==> config.mk <==
export PLATFORM = sky130hd
export DESIGN_NAME = lbm_moment_accum
export DESIGN_NICKNAME = d
export VERILOG_FILES = /design/src/rtl/lbm_fp_pkg.sv /design/src/rtl/fp_sat_trunc.sv /design/src/rtl/lbm_moment_accum.sv
export SDC_FILE = /design/constraint.sdc
export NUM_CORES = 1
export LEC_CHECK = 0
export CAP_MARGIN = 20
export CELL_PAD_IN_SITES_DETAIL_PLACEMENT = 1
export CELL_PAD_IN_SITES_GLOBAL_PLACEMENT = 1
export CORE_MARGIN = 2
export CORE_UTILIZATION = 44
export DETAILED_ROUTE_END_ITERATION = 7
export GPL_TIMING_DRIVEN = 0
export HOLD_SLACK_MARGIN = 0.02
export MAX_ROUTING_LAYER = met4
export PLACE_DENSITY_LB_ADDON = 0.1
export SLEW_MARGIN = 20
export SYNTH_ARGS = -nofsm -noshare
export SYNTH_HDL_FRONTEND = slang
export SYNTH_SLANG_ARGS = --single-unit
==> constraint.sdc <==
create_clock -name Clk -period 7.9 [get_ports Clk]
set_clock_uncertainty 0.2 [all_clocks]
set_input_delay 1.58 -clock Clk [delete_from_list [all_inputs] [get_ports Clk]]
set_output_delay 1.58 -clock Clk [all_outputs]
set_load 0.005 [all_outputs]
==> src/rtl/lbm_fp_pkg.sv <==
// Shared Q8.56 fixed-point types and constants for the LBM moment datapath.
// Build option LBM_ACCUM_SAT_EN selects saturating (defined) or wrapping (undefined) narrowing.
package lbm_fp_pkg;

    localparam int DATA_WIDTH      = 64;
    localparam int FRACTIONAL_BITS = 56;
    localparam int INTEGER_BITS    = DATA_WIDTH - FRACTIONAL_BITS;

    typedef logic signed [DATA_WIDTH-1:0] fixed_t;

    localparam fixed_t FP_MAX = {1'b0, {(DATA_WIDTH-1){1'b1}}};
    localparam fixed_t FP_MIN = {1'b1, {(DATA_WIDTH-1){1'b0}}};
    localparam fixed_t FP_ONE = fixed_t'(1) << FRACTIONAL_BITS;

    typedef enum logic [1:0] {
        IDLE,
        ACCUM,
        DONE
    } accum_state_t;

endpackage

==> src/rtl/fp_sat_trunc.sv <==
// Narrows a wide two's-complement sum to OUT_W bits and flags overflow; combinational, no backpressure.
// LBM_ACCUM_SAT_EN defined: clamp to the signed OUT_W range on overflow; undefined: keep the low OUT_W bits.
module fp_sat_trunc #(
    parameter int IN_W  = 68,
    parameter int OUT_W = 64
) (
    input  logic [IN_W-1:0]  din,
    output logic [OUT_W-1:0] dout,
    output logic             ovf
);

    // The sum fits only if every bit above the result's sign bit agrees with it.
    logic [IN_W-OUT_W:0] top_bits;

    always_comb begin
        top_bits = din[IN_W-1:OUT_W-1];
        ovf      = !((&top_bits) || !(|top_bits));
`ifdef LBM_ACCUM_SAT_EN
        if (ovf) begin
            dout = din[IN_W-1] ? {1'b1, {(OUT_W-1){1'b0}}} : {1'b0, {(OUT_W-1){1'b1}}};
        end else begin
            dout = din[OUT_W-1:0];
        end
`else
        dout = din[OUT_W-1:0];
`endif
    end

endmodule

==> src/rtl/lbm_moment_accum.sv <==
// Sums NUM_TERMS signed Q8.56 products per frame into one moment; result valid 1 cycle after the last term.
// in_ready follows out_ready while a finished moment waits, so a held output stalls the next frame.
module lbm_moment_accum
    import lbm_fp_pkg::*;
#(
    parameter int DATA_WIDTH      = lbm_fp_pkg::DATA_WIDTH,
    parameter int FRACTIONAL_BITS = lbm_fp_pkg::FRACTIONAL_BITS,
    parameter int NUM_TERMS       = 9
) (
    input  logic                  Clk,
    input  logic                  Reset_n,
    input  logic                  in_valid,
    output logic                  in_ready,
    input  logic [DATA_WIDTH-1:0] in_data,
    output logic                  out_valid,
    input  logic                  out_ready,
    output logic [DATA_WIDTH-1:0] out_data,
    output logic                  out_ovf
);

    localparam int GUARD_BITS = $clog2(NUM_TERMS);
    localparam int ACC_W      = DATA_WIDTH + GUARD_BITS;
    localparam int CNT_W      = $clog2(NUM_TERMS + 1);
    localparam logic [CNT_W-1:0] LAST_CNT = CNT_W'(NUM_TERMS - 1);

    accum_state_t          state_q, state_d;
    logic [ACC_W-1:0]      acc_q, acc_d;
    logic [CNT_W-1:0]      cnt_q, cnt_d;
    logic                  out_valid_q, out_valid_d;
    logic [DATA_WIDTH-1:0] out_data_q, out_data_d;
    logic                  out_ovf_q, out_ovf_d;

    logic                  accept;
    logic                  emit;
    logic [ACC_W-1:0]      in_ext;
    logic [ACC_W-1:0]      sum_w;
    logic [DATA_WIDTH-1:0] trunc_data;
    logic                  trunc_ovf;

    assign in_ready = (state_q == DONE) ? out_ready : 1'b1;
    assign accept   = in_valid & in_ready;
    assign emit     = out_valid_q & out_ready;
    assign in_ext   = {{GUARD_BITS{in_data[DATA_WIDTH-1]}}, in_data};
    assign sum_w    = acc_q + in_ext;

    fp_sat_trunc #(
        .IN_W  (ACC_W),
        .OUT_W (DATA_WIDTH)
    ) u_sat_trunc (
        .din  (sum_w),
        .dout (trunc_data),
        .ovf  (trunc_ovf)
    );

    always_comb begin
        state_d     = state_q;
        acc_d       = acc_q;
        cnt_d       = cnt_q;
        out_valid_d = out_valid_q;
        out_data_d  = out_data_q;
        out_ovf_d   = out_ovf_q;
        case (state_q)
            IDLE: begin
                if (accept) begin
                    acc_d   = in_ext;
                    cnt_d   = CNT_W'(1);
                    state_d = ACCUM;
                end
            end
            ACCUM: begin
                if (accept) begin
                    acc_d = sum_w;
                    cnt_d = cnt_q + CNT_W'(1);
                    if (cnt_q == LAST_CNT) begin
                        out_data_d  = trunc_data;
                        out_ovf_d   = trunc_ovf;
                        out_valid_d = 1'b1;
                        state_d     = DONE;
                    end
                end
            end
            DONE: begin
                // An accept here implies emit, since in_ready mirrors out_ready.
                if (emit) begin
                    out_valid_d = 1'b0;
                    if (accept) begin
                        acc_d   = in_ext;
                        cnt_d   = CNT_W'(1);
                        state_d = ACCUM;
                    end else begin
                        state_d = IDLE;
                    end
                end
            end
            default: begin
                state_d = IDLE;
            end
        endcase
    end

    always_ff @(posedge Clk) begin
        if (!Reset_n) begin
            state_q     <= IDLE;
            acc_q       <= '0;
            cnt_q       <= '0;
            out_valid_q <= 1'b0;
            out_data_q  <= '0;
            out_ovf_q   <= 1'b0;
        end else begin
            state_q     <= state_d;
            acc_q       <= acc_d;
            cnt_q       <= cnt_d;
            out_valid_q <= out_valid_d;
            out_data_q  <= out_data_d;
            out_ovf_q   <= out_ovf_d;
        end
    end

    assign out_valid = out_valid_q;
    assign out_data  = out_data_q;
    assign out_ovf   = out_ovf_q;

endmodule

==> metrics.yaml, run 1 <==
status: "finished, final reports clean"
row_count: 54
crit_type: "in -> reg"
wire_per_inst_um: 23.00
diodes: 0
cts.sinks: 140
syn_inst: 1325
holdPathEnd: "out_data[55]$_SDFFE_PN0P_"
hold_buffers: 0
cts_root_buf: "clkbuf_16"
final.period_utilization_pct: 68.59
wirelength_um: 40680
cp-start-kind: "primary input"
power_density_nw_per_um2: 206.6
ys_ff_latch: 140
antenna_found_initial: 0
pre_cts_slack_ns: 2.111
hold_viol_final: 0
grt_first_pass_wirelength_um: 62750
fp.dieH_um: 152.6
finalSetupViolations: 0
overflow: 0
drt-vias-per-instance: 6.155
final_cell_mix: "nand2_1, nor2_1, a21oi_1"
fin_tns_setup_ns: 0
slew_headroom_pct: 26.96
h-tree-depth: 4
reg2reg_depth: 13
initial_core_util_pct: 44.65
async_flop_share_pct: 0
hp-class: "reg -> reg"
grtUsageTotal_pct: 35.36
path_cells: "clkdlybuf4s50_1, ha_1, fa_1, a211oi_1, o21ai_0, o211ai_2, nand4_1, a211oi_2, o21bai_2, or3_1, a211oi_2, nand4_1, nor4b_1, a211oi_1"
layout_min_cycle_time_ns: 5.419
nets: 1616
io_buffer_count: 134
clock_latency_ns: 0.44
reg2reg_to: "out_ovf$_SDFFE_PN0P_"
place_hpwl_um: 30320
ff2ff_setup_slack_ns: 3.82
fmax_ghz: 0.1845
die_area_sq_um: 23280
ctsResizeCount: 0
synth_cell_types: 74
synth_area_sq_um: 9714
grt_pass1_vias: 11005
dr.pass1.iters: 5
whs_path_depth: 2
clk_pin_slew_ns: 0.06
layout_commonest_cell: "nand2_1"
holdCritStartpoint: "out_data[55]$_SDFFE_PN0P_"
vdd_drop_max_mv: 0.1441
slowest_stage: "clkdlybuf4s50_1"
cp_slowest_stage_delay_ns: 0.46
layout_setup_ws_ns: 2.481
final_max_slew_viol_count: 0
die_width_um: 152.6
vias: 10889
area_growth_pct: 23.87
grt_max_degree: 17
rsz0062_at_grt: "false"
drc: 0
r2r-start: "acc_q[0]$_SDFFE_PN0P_"
synth_nets: 1463
core_area_sq_um: 21760
clockBufferDepth: 2
synth_flop_cell: "dfxtp_1"
yosys_warnings: 0
drt_iter0_markers: 677
place_congestion: 0.9425
postCtsSetupBuffers: 0
tightest_slew_ns: 1.096
crit_path_end_kind: "flop"
cts_tree: "done"
pin_count: 135
drive_gt1_share_pct: 5.507
avgSynthCellArea_sq_um: 7.332
cts_buffers: 17
synth_edf_count: 0
cp.arrival_ns: 5.52
cp.required_ns: 8.00
p_leak_nw: 4.762
yosysSeqAreaShare_pct: 28.85
critPathMaxFanout: 6
ant_nets: 0
cap_viol_max_count: 0
layout make-up:
type / count / area (sq um)
flip-flops and latches: 140 / 2803
clock buffers: 18 / 429.2
repair buffers: 134 / 1341
inverters: 22 / 82.58
clock inverters: 12 / 197.7
multi-input cells: 1074 / 6466
plain buffers: 89 / 362.8
well taps: 280 / 350.3
fillers: 2798 / 9723
critical path: cells and delay by family:
kind	cells	cell delay [ns]
buffers and inverters	1	0.46
AO/OA/AOI/OAI	7	1.68
AND/OR/NAND/NOR	4	1.06
adder cells (fa/ha/maj)	2	0.73
kinds of logic (layout without fill, tap and decap cells):
family / count (synthesis) / after routing / share of synthesized area, %
fa+ha+maj: 70 / 70 / 9.093
simple gates: 504 / 504 / 22.59
flops: 140 / 140 / 28.85
xor+xnor: 63 / 63 / 5.680
compound gates: 434 / 434 / 28.89
buf+inv: 111 / 275 / 4.585
mux: 3 / 3 / 0.3091
synth_stat cells (3+ instances only):
| library cell | count | share of area [%] |
|---|---|---|
| nand2_1 | 213 | 8.2 |
| nor2_1 | 169 | 6.5 |
| a21oi_1 | 158 | 8.1 |
| dfxtp_1 | 140 | 29 |
| o21ai_0 | 83 | 4.3 |
| ha_1 | 69 | 8.9 |
| clkbuf_1 | 66 | 2.6 |
| nand4_1 | 32 | 2.1 |
| xnor2_1 | 32 | 2.9 |
| a21o_1 | 31 | 2.4 |
| xor2_1 | 31 | 2.8 |
| nor3_1 | 24 | 1.2 |
| a311oi_1 | 22 | 2.0 |
| inv_1 | 22 | 0.85 |
| o211ai_1 | 22 | 1.7 |
| o21bai_1 | 20 | 1.5 |
| buf_2 | 15 | 0.77 |
| a211oi_1 | 13 | 1.0 |
| a31oi_1 | 12 | 0.77 |
| nor4_1 | 12 | 0.77 |
| o21a_1 | 12 | 0.93 |
| nand3_1 | 8 | 0.41 |
| and2_1 | 7 | 0.45 |
| nand2b_1 | 7 | 0.45 |
| nor2b_1 | 6 | 0.39 |
| o21ai_1 | 6 | 0.31 |
| a211oi_2 | 5 | 0.64 |
| and3_1 | 5 | 0.32 |
| buf_1 | 5 | 0.19 |
| o31ai_1 | 5 | 0.39 |
| or3_1 | 4 | 0.26 |
| a21boi_1 | 3 | 0.23 |
| a21oi_2 | 3 | 0.27 |
| a221oi_1 | 3 | 0.27 |
| a41oi_1 | 3 | 0.27 |
| mux2i_1 | 3 | 0.31 |
| o211a_1 | 3 | 0.31 |
| o211ai_2 | 3 | 0.39 |
| or2_2 | 3 | 0.19 |
flip-flops by register name, summed over array words and instances, names as in the netlist:
register	flops
acc_q	68
out_valid	1
cnt_q	4
out_data	64
out_ovf	1
state_q	2
stage by stage:
stage	util, %	instances	hold WS, ns	instance area [sq um]	power, mW
final	55.31	1769	0.2520	12030	2.485
after global routing	55.31	1769	0.2702	12030	2.588
after CTS	55.31	1769	0.2552	12030	2.472
after detailed placement	52.43	1739	0.2471	11410	1.576
after global placement	52.43	1739	0.2410	11410	1.561
after floorplan	-	1325	0.2356	9714	1.326
worst max path at each step:
stage	from	to	slack (ns)
2_1_floorplan	in_data[0]	out_ovf$_SDFFE_PN0P_	3.41
3_3_place_gp	in_data[0]	out_ovf$_SDFFE_PN0P_	2.13
3_5_place_dp	in_data[0]	out_ovf$_SDFFE_PN0P_	2.11
4_1_cts	in_data[0]	out_ovf$_SDFFE_PN0P_	2.52
5_1_grt	in_data[0]	out_ovf$_SDFFE_PN0P_	2.30
6_report	in_data[0]	out_ovf$_SDFFE_PN0P_	2.48
routing by layer:
| metal | track usage (%) | routed length (um) | up-vias |
|---|---|---|---|
| li1 | - | - | 5034 |
| met1 | 44.94 | 17690 | 5362 |
| met2 | 56.72 | 19000 | 401 |
| met3 | 5.518 | 2481 | 92 |
| met4 | 13.54 | 1507 | 0 |
| met5 | - | 0 | - |
where the power goes:
| group | internal [mW] | total, mW | switching (mW) | leakage (nW) |
|---|---|---|---|---|
| Combinational | 0.287 | 0.823 | 0.536 | 3.32 |
| Clock | 0.556 | 0.893 | 0.337 | 0.302 |
| Sequential | 0.746 | 0.770 | 0.0236 | 1.14 |
Note: power is estimated with default switching activity, not from simulation.
==> run 2: changes to the inputs <==
Settings changed: CORE_UTILIZATION 44 to 37.
Clock period 7.9 ns to 4.7 ns, I/O delays scaled along.
==> metrics.yaml, run 2 (same netlist as run 1, synthesis figures left out) <==
hp-class: "reg -> reg"
layout_min_cycle_time_ns: 4.607
cap_viol_max_count: 0  # unchanged
tightest_slew_ns: 1.108  # +0.01266 ns
path_depth: 14  # unchanged
largest_reg_flops: 68  # unchanged
final_cell_mix: "nand2_1, nor2_1, a21oi_1"
dr.pass1.iters: 5  # unchanged
endpoint: "out_ovf$_SDFFE_PN0P_"
crit_type: "in -> reg"
drt_iter0_markers: 668  # -1.3%
area_growth_pct: 24.60
grt_first_pass_wirelength_um: 63010  # +0.42%
layout_commonest_cell: "nand2_1"
cp_slowest_stage_delay_ns: 0.46  # about the same
pin_count: 135  # unchanged
h-tree-depth: 4  # unchanged
hold_viol_final: 0  # unchanged
place_congestion: 0.9241  # -2.0%
grtUsageTotal_pct: 30.49  # -4.9 points
hold_buffers: 0  # unchanged
grt_max_degree: 17  # unchanged
fmax_ghz: 0.2171
total_power_mw: 4.067  # +64%
ff2ff_setup_slack_ns: 0.80  # -3.02 ns
path_cells: "clkdlybuf4s50_1, ha_1, fa_1, a211oi_2, o21ai_1, o211ai_2, nand4_1, a211oi_4, o21bai_4, or3_1, a211oi_4, nand4_1, nor4b_2, a211oi_1"
drt-vias-per-instance: 5.756  # -6.5%
die_width_um: 166.0  # +8.8%
vias: 10505  # -3.5%
power_density_nw_per_um2: 336.0  # +63%
cp.arrival_ns: 4.71  # -0.81 ns
cp.required_ns: 4.80  # -3.20 ns
clockBufferDepth: 2  # unchanged
finalSetupViolations: 0  # unchanged
diodes: 0  # unchanged
final.period_utilization_pct: 98.01
drive_gt1_share_pct: 5.772  # +0.26 points
reg2reg_depth: 13  # unchanged
fin_tns_setup_ns: 0  # unchanged
vdd_drop_max_mv: 0.2082  # +44%
drc: 0  # unchanged
wire_per_inst_um: 22.71  # -1.3%
clock_latency_ns: 0.44  # about the same
die_area_sq_um: 27570  # +18%
critPathTopFamily: "compound AO/OA/AOI/OAI gates"
overflow: 0  # unchanged
p_leak_nw: 4.758  # about the same
core_area_sq_um: 25910  # +19%
ant_nets: 0  # unchanged
place_hpwl_um: 31640  # +4.3%
initial_core_util_pct: 37.49  # -7.2 points
io_buffer_count: 134  # unchanged
antenna_found_initial: 0  # unchanged
cts_tree: "done"
fp.dieH_um: 166.0  # +8.8%
nets: 1617  # +0.062%
cp-startpoint: "in_data[0]"
reg2reg_to: "out_ovf$_SDFFE_PN0P_"
crit_path_end_kind: "flop"
r2r-start: "acc_q[0]$_SDFFE_PN0P_"
cts_root_buf: "clkbuf_16"
clk_pin_slew_ns: 0.06  # about the same
critPathMaxFanout: 6  # unchanged
slew_headroom_pct: 26.12  # -0.84 points
slowest_stage: "clkdlybuf4s50_1"
wirelength_um: 41440  # +1.9%
final_max_slew_viol_count: 0  # unchanged
cp-start-kind: "primary input"
cts.sinks: 140  # unchanged
top_register: "acc_q"
cts_buffers: 17  # unchanged
status: "finished, final reports clean"
critPathBufInv: 1  # unchanged
grt_pass1_vias: 10676  # -3.0%
row_count: 59  # +9.3%
-- run 2: changes by cell type in the layout (fill, tap and decap cells not counted), moves of 2 or more --
cell	before	now
a211oi_4	0	2
clkinv_4	2	0
a211oi_1	13	11
bufinv_16	5	2
clkinv_2	3	5
clkbuf_8	0	3
-- run 2: how the worst min path moves through the flow --
stage                               from                         to  slack, ns  cells after the start
6_report        out_data[9]$_SDFFE_PN0P_   out_data[9]$_SDFFE_PN0P_       0.26                      2
5_1_grt        out_data[52]$_SDFFE_PN0P_  out_data[52]$_SDFFE_PN0P_       0.28                      2
4_1_cts        out_data[15]$_SDFFE_PN0P_  out_data[15]$_SDFFE_PN0P_       0.26                      2
3_5_place_dp   out_data[15]$_SDFFE_PN0P_  out_data[15]$_SDFFE_PN0P_       0.25                      2
3_3_place_gp   out_data[59]$_SDFFE_PN0P_  out_data[59]$_SDFFE_PN0P_       0.24                      2
2_1_floorplan      acc_q[2]$_SDFFE_PN0P_      acc_q[2]$_SDFFE_PN0P_       0.24                      2
-- run 2: repair_timing --
item / in CTS / in global routing
pin swaps: 2 / 2
gates resized for setup: 3 / 6
endpoints found under the setup margin: 1 / 6
setup buffers: 0 / 1
-- run 2: worst min-delay path, cell delays in order, from the launching register on --
cell and delay (ns):
dfxtp_1 0.31, nand2_1 0.05, a21oi_1 0.05
-- run 2: cell type report --
| type | instances | area [sq um] |
|---|---|---|
| fillers | 3274 | 13810 |
| multi-input cells | 1074 | 6521 |
| flip-flops and latches | 140 | 2803 |
| repair buffers | 135 | 1349 |
| clock buffers | 22 | 474.2 |
| well taps | 335 | 419.2 |
| plain buffers | 89 | 362.8 |
| clock inverters | 8 | 92.59 |
| inverters | 22 | 82.58 |
-- run 2: per-stage QoR --
stage	utilization (%)	instances	setup slack [ns]	area [sq um]	hold slack, ns
2_1_floorplan	-	1325	0.8529	9714	0.2356
3_3_place_gp	44.29	1794	-0.4851	11470	0.2428
3_5_place_dp	44.29	1794	-0.4647	11470	0.2501
4_1_cts	46.56	1824	0.0002292	12060	0.2584
5_1_grt	46.71	1825	-0.01197	12100	0.2769
6_report	46.71	1825	0.09331	12100	0.2564
-- run 2: report_power, final --
part	total, mW	switching [mW]	internal, mW
logic	1.38	0.894	0.487
clock network	1.39	0.578	0.814
registers	1.29	0.0391	1.25
total	4.07	1.51	2.56
-- run 2: per-layer routing --
layer	track usage, %	share of wire [%]
met1	40.48	47
met2	48.51	46
met3	3.599	4.0
met4	9.792	2.5
met5	-	0
